$ cat config.mk
export PLATFORM = sky130hd
export DESIGN_NAME = irq_req_ctrl_flat
export DESIGN_NICKNAME = d
export VERILOG_FILES = /design/src/rtl/irq_req_ctrl_pkg.sv /design/src/rtl/irq_req_ctrl_if.sv /design/src/rtl/irq_req_ctrl_prio_sel.sv /design/src/rtl/irq_req_ctrl.sv /design/src/flat_wrapper.sv
export SDC_FILE = /design/constraint.sdc
export NUM_CORES = 1
export LEC_CHECK = 0
export CORE_MARGIN = 10
export CORE_UTILIZATION = 49
export CTS_BUF_LIST = sky130_fd_sc_hd__clkbuf_8 sky130_fd_sc_hd__clkbuf_16
export CTS_CLUSTER_DIAMETER = 50
export CTS_CLUSTER_SIZE = 28
export DETAILED_ROUTE_END_ITERATION = 7
export DONT_BUFFER_PORTS = 1
export GPL_TIMING_DRIVEN = 0
export PLACE_DENSITY = 0.66
export SLEW_MARGIN = 0
export SYNTH_ARGS = -nofsm -noshare
export SYNTH_HDL_FRONTEND = slang
export SYNTH_SLANG_ARGS = --single-unit
export TNS_END_PERCENT = 20
$ cat constraint.sdc
create_clock -name clk -period 1.33 [get_ports clk]
set_clock_uncertainty 0.05 [all_clocks]
set_input_delay 0.266 -clock clk [delete_from_list [all_inputs] [get_ports clk]]
set_output_delay 0.266 -clock clk [all_outputs]
set_load 0.03 [all_outputs]
$ cat src/rtl/irq_req_ctrl_pkg.sv
// Shared types and constants for the interrupt request capture/presentation slice.
package irq_pkg;
  localparam int NUM_REQ = 8;
  localparam int IDX_W   = 3;

  typedef logic [NUM_REQ-1:0] req_vec_t;
  typedef logic [IDX_W-1:0]   req_idx_t;

  typedef enum logic {
    IDLE    = 1'b0,
    PRESENT = 1'b1
  } irq_state_e;
endpackage

$ cat src/rtl/irq_req_ctrl_if.sv
// Request, mask, overrun and valid/ack presentation signals of irq_req_ctrl.
interface irq_req_ctrl_if;
  import irq_pkg::*;

  req_vec_t req_i;
  logic     mask_we_i;
  req_vec_t mask_wdata_i;
  logic     ovr_clr_i;
  logic     irq_ack_i;
  logic     irq_valid_o;
  req_idx_t irq_id_o;
  req_vec_t pend_o;
  req_vec_t mask_o;
  req_vec_t ovr_o;

  modport master (
    output req_i, mask_we_i, mask_wdata_i, ovr_clr_i, irq_ack_i,
    input  irq_valid_o, irq_id_o, pend_o, mask_o, ovr_o
  );

  modport slave (
    input  req_i, mask_we_i, mask_wdata_i, ovr_clr_i, irq_ack_i,
    output irq_valid_o, irq_id_o, pend_o, mask_o, ovr_o
  );
endinterface

$ cat src/rtl/irq_req_ctrl_prio_sel.sv
// Combinational 8-to-3 highest-set-bit selector; a zero vector yields idx = 0, any = 0.
module irq_prio_sel
  import irq_pkg::*;
(
  input  req_vec_t vec,
  output req_idx_t idx,
  output logic     any
);

  always_comb begin
    idx = '0;
    for (int i = 0; i < NUM_REQ; i++) begin
      if (vec[i]) idx = req_idx_t'(i);
    end
  end

  assign any = |vec;

endmodule

$ cat src/rtl/irq_req_ctrl.sv
// Latches request lines into a pending register, masks them and presents the
// highest-priority pending index on a valid/ack handshake.
//   state   | meaning
//   IDLE    | no request presented; evaluates eligible pending bits each cycle
//   PRESENT | irq_id/irq_valid held stable until the consumer acks
module irq_req_ctrl
  import irq_pkg::*;
#(
  parameter bit EDGE_MODE = 1'b1
) (
  input  logic           clk,
  input  logic           rst,
  irq_req_ctrl_if.slave  bus
);

  req_vec_t   req_q;
  req_vec_t   pend;
  req_vec_t   mask;
  req_vec_t   ovr;
  req_vec_t   set_v;
  req_vec_t   clr_v;
  req_vec_t   ovr_new;
  req_vec_t   eligible;
  req_idx_t   sel_idx;
  logic       sel_any;
  req_idx_t   irq_id;
  logic       irq_valid;
  irq_state_e state;

  assign set_v = EDGE_MODE ? (bus.req_i & ~req_q) : bus.req_i;

  // Only an ack against a live presentation clears anything.
  always_comb begin
    clr_v = '0;
    if ((state == PRESENT) && irq_valid && bus.irq_ack_i) clr_v[irq_id] = 1'b1;
  end

  assign ovr_new  = set_v & pend & ~clr_v;
  assign eligible = pend & ~mask;

  irq_prio_sel u_prio_sel (
    .vec (eligible),
    .idx (sel_idx),
    .any (sel_any)
  );

  always_ff @(posedge clk or posedge rst) begin
    if (rst) begin
      req_q <= '0;
      pend  <= '0;
      mask  <= '0;
      ovr   <= '0;
    end else begin
      req_q <= bus.req_i;
      pend  <= (pend & ~clr_v) | set_v;
      ovr   <= (bus.ovr_clr_i ? '0 : ovr) | ovr_new;
      if (bus.mask_we_i) mask <= bus.mask_wdata_i;
    end
  end

  always_ff @(posedge clk or posedge rst) begin
    if (rst) begin
      state     <= IDLE;
      irq_id    <= '0;
      irq_valid <= 1'b0;
    end else begin
      case (state)
        IDLE: begin
          if (sel_any) begin
            irq_id    <= sel_idx;
            irq_valid <= 1'b1;
            state     <= PRESENT;
          end
        end
        PRESENT: begin
          if (bus.irq_ack_i) begin
            irq_valid <= 1'b0;
            state     <= IDLE;
          end
        end
        default: state <= IDLE;
      endcase
    end
  end

  assign bus.irq_valid_o = irq_valid;
  assign bus.irq_id_o    = irq_id;
  assign bus.pend_o      = pend;
  assign bus.mask_o      = mask;
  assign bus.ovr_o       = ovr;

endmodule
$ cat src/flat_wrapper.sv
// flat-port wrapper written by rule: the top's interface ports become plain ports
module irq_req_ctrl_flat import irq_pkg::*;
#(
  parameter bit EDGE_MODE = 1'b1
)
  (clk, rst, bus_req_i, bus_mask_we_i, bus_mask_wdata_i, bus_ovr_clr_i, bus_irq_ack_i, bus_irq_valid_o, bus_irq_id_o, bus_pend_o, bus_mask_o, bus_ovr_o);
  irq_req_ctrl_if bus_i ();
  input  logic clk;
  input  logic rst;
  input wire logic [$bits(bus_i.req_i)-1:0] bus_req_i;
  input wire logic [$bits(bus_i.mask_we_i)-1:0] bus_mask_we_i;
  input wire logic [$bits(bus_i.mask_wdata_i)-1:0] bus_mask_wdata_i;
  input wire logic [$bits(bus_i.ovr_clr_i)-1:0] bus_ovr_clr_i;
  input wire logic [$bits(bus_i.irq_ack_i)-1:0] bus_irq_ack_i;
  output wire logic [$bits(bus_i.irq_valid_o)-1:0] bus_irq_valid_o;
  output wire logic [$bits(bus_i.irq_id_o)-1:0] bus_irq_id_o;
  output wire logic [$bits(bus_i.pend_o)-1:0] bus_pend_o;
  output wire logic [$bits(bus_i.mask_o)-1:0] bus_mask_o;
  output wire logic [$bits(bus_i.ovr_o)-1:0] bus_ovr_o;
  assign bus_i.req_i = bus_req_i;
  assign bus_i.mask_we_i = bus_mask_we_i;
  assign bus_i.mask_wdata_i = bus_mask_wdata_i;
  assign bus_i.ovr_clr_i = bus_ovr_clr_i;
  assign bus_i.irq_ack_i = bus_irq_ack_i;
  assign bus_irq_valid_o = bus_i.irq_valid_o;
  assign bus_irq_id_o = bus_i.irq_id_o;
  assign bus_pend_o = bus_i.pend_o;
  assign bus_mask_o = bus_i.mask_o;
  assign bus_ovr_o = bus_i.ovr_o;
  irq_req_ctrl #(.EDGE_MODE(EDGE_MODE)) u_core (.clk(clk), .rst(rst), .bus(bus_i));
endmodule
==> run metrics <==
status finished, violations left; failing checks setup timing; Placed Cells 151; Boundary Pins 49; Initial DRT Pass Iterations 4; Root Buffer clkbuf_8; Largest delay share family, worst path compound AO/OA/AOI/OAI gates; pwr dens 1894 nW/um2; Seq cells post-synth 37; H-tree depth 2; fmax 0.5969 GHz; DP HPWL 2.505 mm; WL/cell 19.31 um; most common cell in the netlist dfrtp_1; Leak 0.0007623 uW; Worst Setup Slack, final -0.3453 ns; crit-path max FO 4; Setup violations, final 21; ys flop type dfrtp_1; RSZ-0062 raised after global routing true; total gr overflow 0; Initial Util 52.45%; Clk Latency, worst-skew pair 0.28 ns; gpl congestion 0.6951; Synth top area share 62.93%; relative slew slack 47.59%; die area 5595 um2; clk sinks 37; synthesized instance count 120; DR iter-0 viols 30; top cells by area, synth dfrtp_1, mux2_2, nand2b_1, o22ai_1, inv_1; post-synthesis sequential area ratio 62.93%; fin crit share 126.0%; Chip Height 74.80 um; clk slew on worst S/H paths 0.07 ns; CP max-delay cell dfrtp_2; crit-path cells nor2b_4, a2111oi_4, a21oi_2, mux2_4; fin crit period 1.675 ns; CP Capture Type flip-flop; Total Routing Usage GR 12.60%; total number of vias 927; cell taking the most area after synthesis dfrtp_1; YS warnings 0; Routed Antenna Nets 0; mean post-synth cell area 12.26 um2; Worst setup SP type flip-flop; Filler Cell Count 224; maxcap violations 0; total CTS buffers 5; largest net degree at the start of global routing 38; Longest Clk Path Bufs 2; synthesis-to-finish area growth 21.00%; Post-Route WL 3.302 mm; CTS tree yes; crit path buf inv count 0; Pwr Total 3372 uW; syn_nets 141; CP max stage delay 0.49 ns; die width 74.80 um; Unique masters post-synth 24; ratio of cells with drive above 1 in the final layout 30.00%; vias in the first global route 1024; Critical Path RT 1.45 ns; maximum vdd drop 0.9609 mV; # diodes 0; Slew @ Worst Pin 0.7844 ns; worst hold path type primary input to flip-flop; Setup CP Type flip-flop to flip-flop; number of synthesized flops with an enable pin 0; final std cells w/o fill 171; core outline area 2805 um2; most common library cells after synthesis dfrtp_1, inv_1, nand2b_1, nand2_1, o22ai_1; PortBufs 0; Slew Limit Fails 0; # rows 19; via-per-instance ratio 5.421; final hold vios 0; Final nets 160; Post-Syn Area 1471 um2; Post-synth ARST share 100.0%; DR DRC count 0; Critical Path AT 1.79 ns; antenna violations before repair 0; global-route wire length before repair 5.271 mm
[power by group]
part / internal, uW / switching, uW
registers: 1340 / 641
logic: 361 / 310
clock network: 352 / 367
[state kept, by name, indices dropped and copies added, names as in the netlist]
name and flops:
u_core.bus.irq_id_o 3, u_core.bus.irq_valid_o 1, u_core.bus.mask_o 8, u_core.bus.ovr_o 8, u_core.bus.pend_o 8, u_core.req_q 8, u_core.state 1
[worst reg2reg max path: cells and delay by family, from the launching register on]
family             cells  cell delay [ns]
AOI/OAI and AO/OA      2             0.54
DFF                    1             0.49
muxes                  1             0.31
and+or+nand+nor        1             0.17
[final cells by class]
class	instances	area, um2	share of cell area [%]
clock inverter	3	12.51	0.7027
tap	31	38.79	2.178
timing repair buffer	12	115.1	6.465
multi-input combinational	70	551.8	30.99
sequential	37	940.9	52.85
inverter	11	45.04	2.530
buffer	2	7.507	0.4216
clock buffer	5	68.82	3.865
[final timing paths]
| check | start | cells after the start | slack, ns | endpoint |
|---|---|---|---|---|
| max reg2reg | u_core.bus.pend_o[1] | 4 | -0.35 | u_core.bus.irq_id_o[0] |
| min in group asynchronous | rst | 2 | 0.55 | u_core.req_q[4] |
| max | u_core.bus.pend_o[1] | 4 | -0.35 | u_core.bus.irq_id_o[0] |
| min | bus_mask_wdata_i[0] | 2 | 0.07 | u_core.bus.mask_o[0] |
| max in group asynchronous | rst | 2 | 0.21 | u_core.bus.pend_o[2] |
| min reg2reg | u_core.req_q[7] | 2 | 0.46 | u_core.bus.pend_o[7] |
[cell families after synthesis]
kind of cell	Yosys count	share of synthesized area [%]
and+or+nand+nor	34	13.61
muxes	9	7.398
buffers and inverters	13	3.316
DFF	37	62.93
AOI/OAI and AO/OA	27	12.76
[through the flow]
step	cell area, um2	hold slack, ns	util, %	setup TNS, ns	setup WS [ns]
floorplan	1506	0.2474	-	-0.6381	-0.2366
global placement	1545	0.2476	55.08	-8.134	-0.2993
detailed placement	1545	0.2476	55.08	-11.15	-0.3610
CTS	1748	0.01153	62.31	-2.652	-0.3472
global route	1780	0.06444	63.47	-4.774	-0.4062
finish	1780	0.07384	63.47	-2.759	-0.3453
[per-layer routing]
layer,GRT usage [%],up-vias,wire (um)
met3,7.359,6,372
li1,-,450,-
met1,12.81,440,1212
met5,0,-,0
met2,20.94,31,1667
met4,5.042,0,48
[what timing repair did]
action,CTS,global route
setup endpoints to repair,25,21
pin swaps,2,1
setup buffers,2,0
hold endpoints to repair,45,1
gates resized for setup,6,4
hold buffers,9,1
[cell usage in the layout, fill, tap and decap left out, drive strengths merged]
master	instances
inv	12
o31ai	4
mux2	9
o22ai	8
nor2	2
a21oi	3
buf	3
nand4	1
clkbuf	6
dfrtp	37
nor2b	7
nand2b	11
nand2	10
a2bb2oi	1
a21o	1
a2111oi	1
clkinvlp	1
nor4	1
dlygate4sd3	10
clkinv	1
nand4b	1
or2b	1
o21ai	9
(Power assumes the default switching activity.)
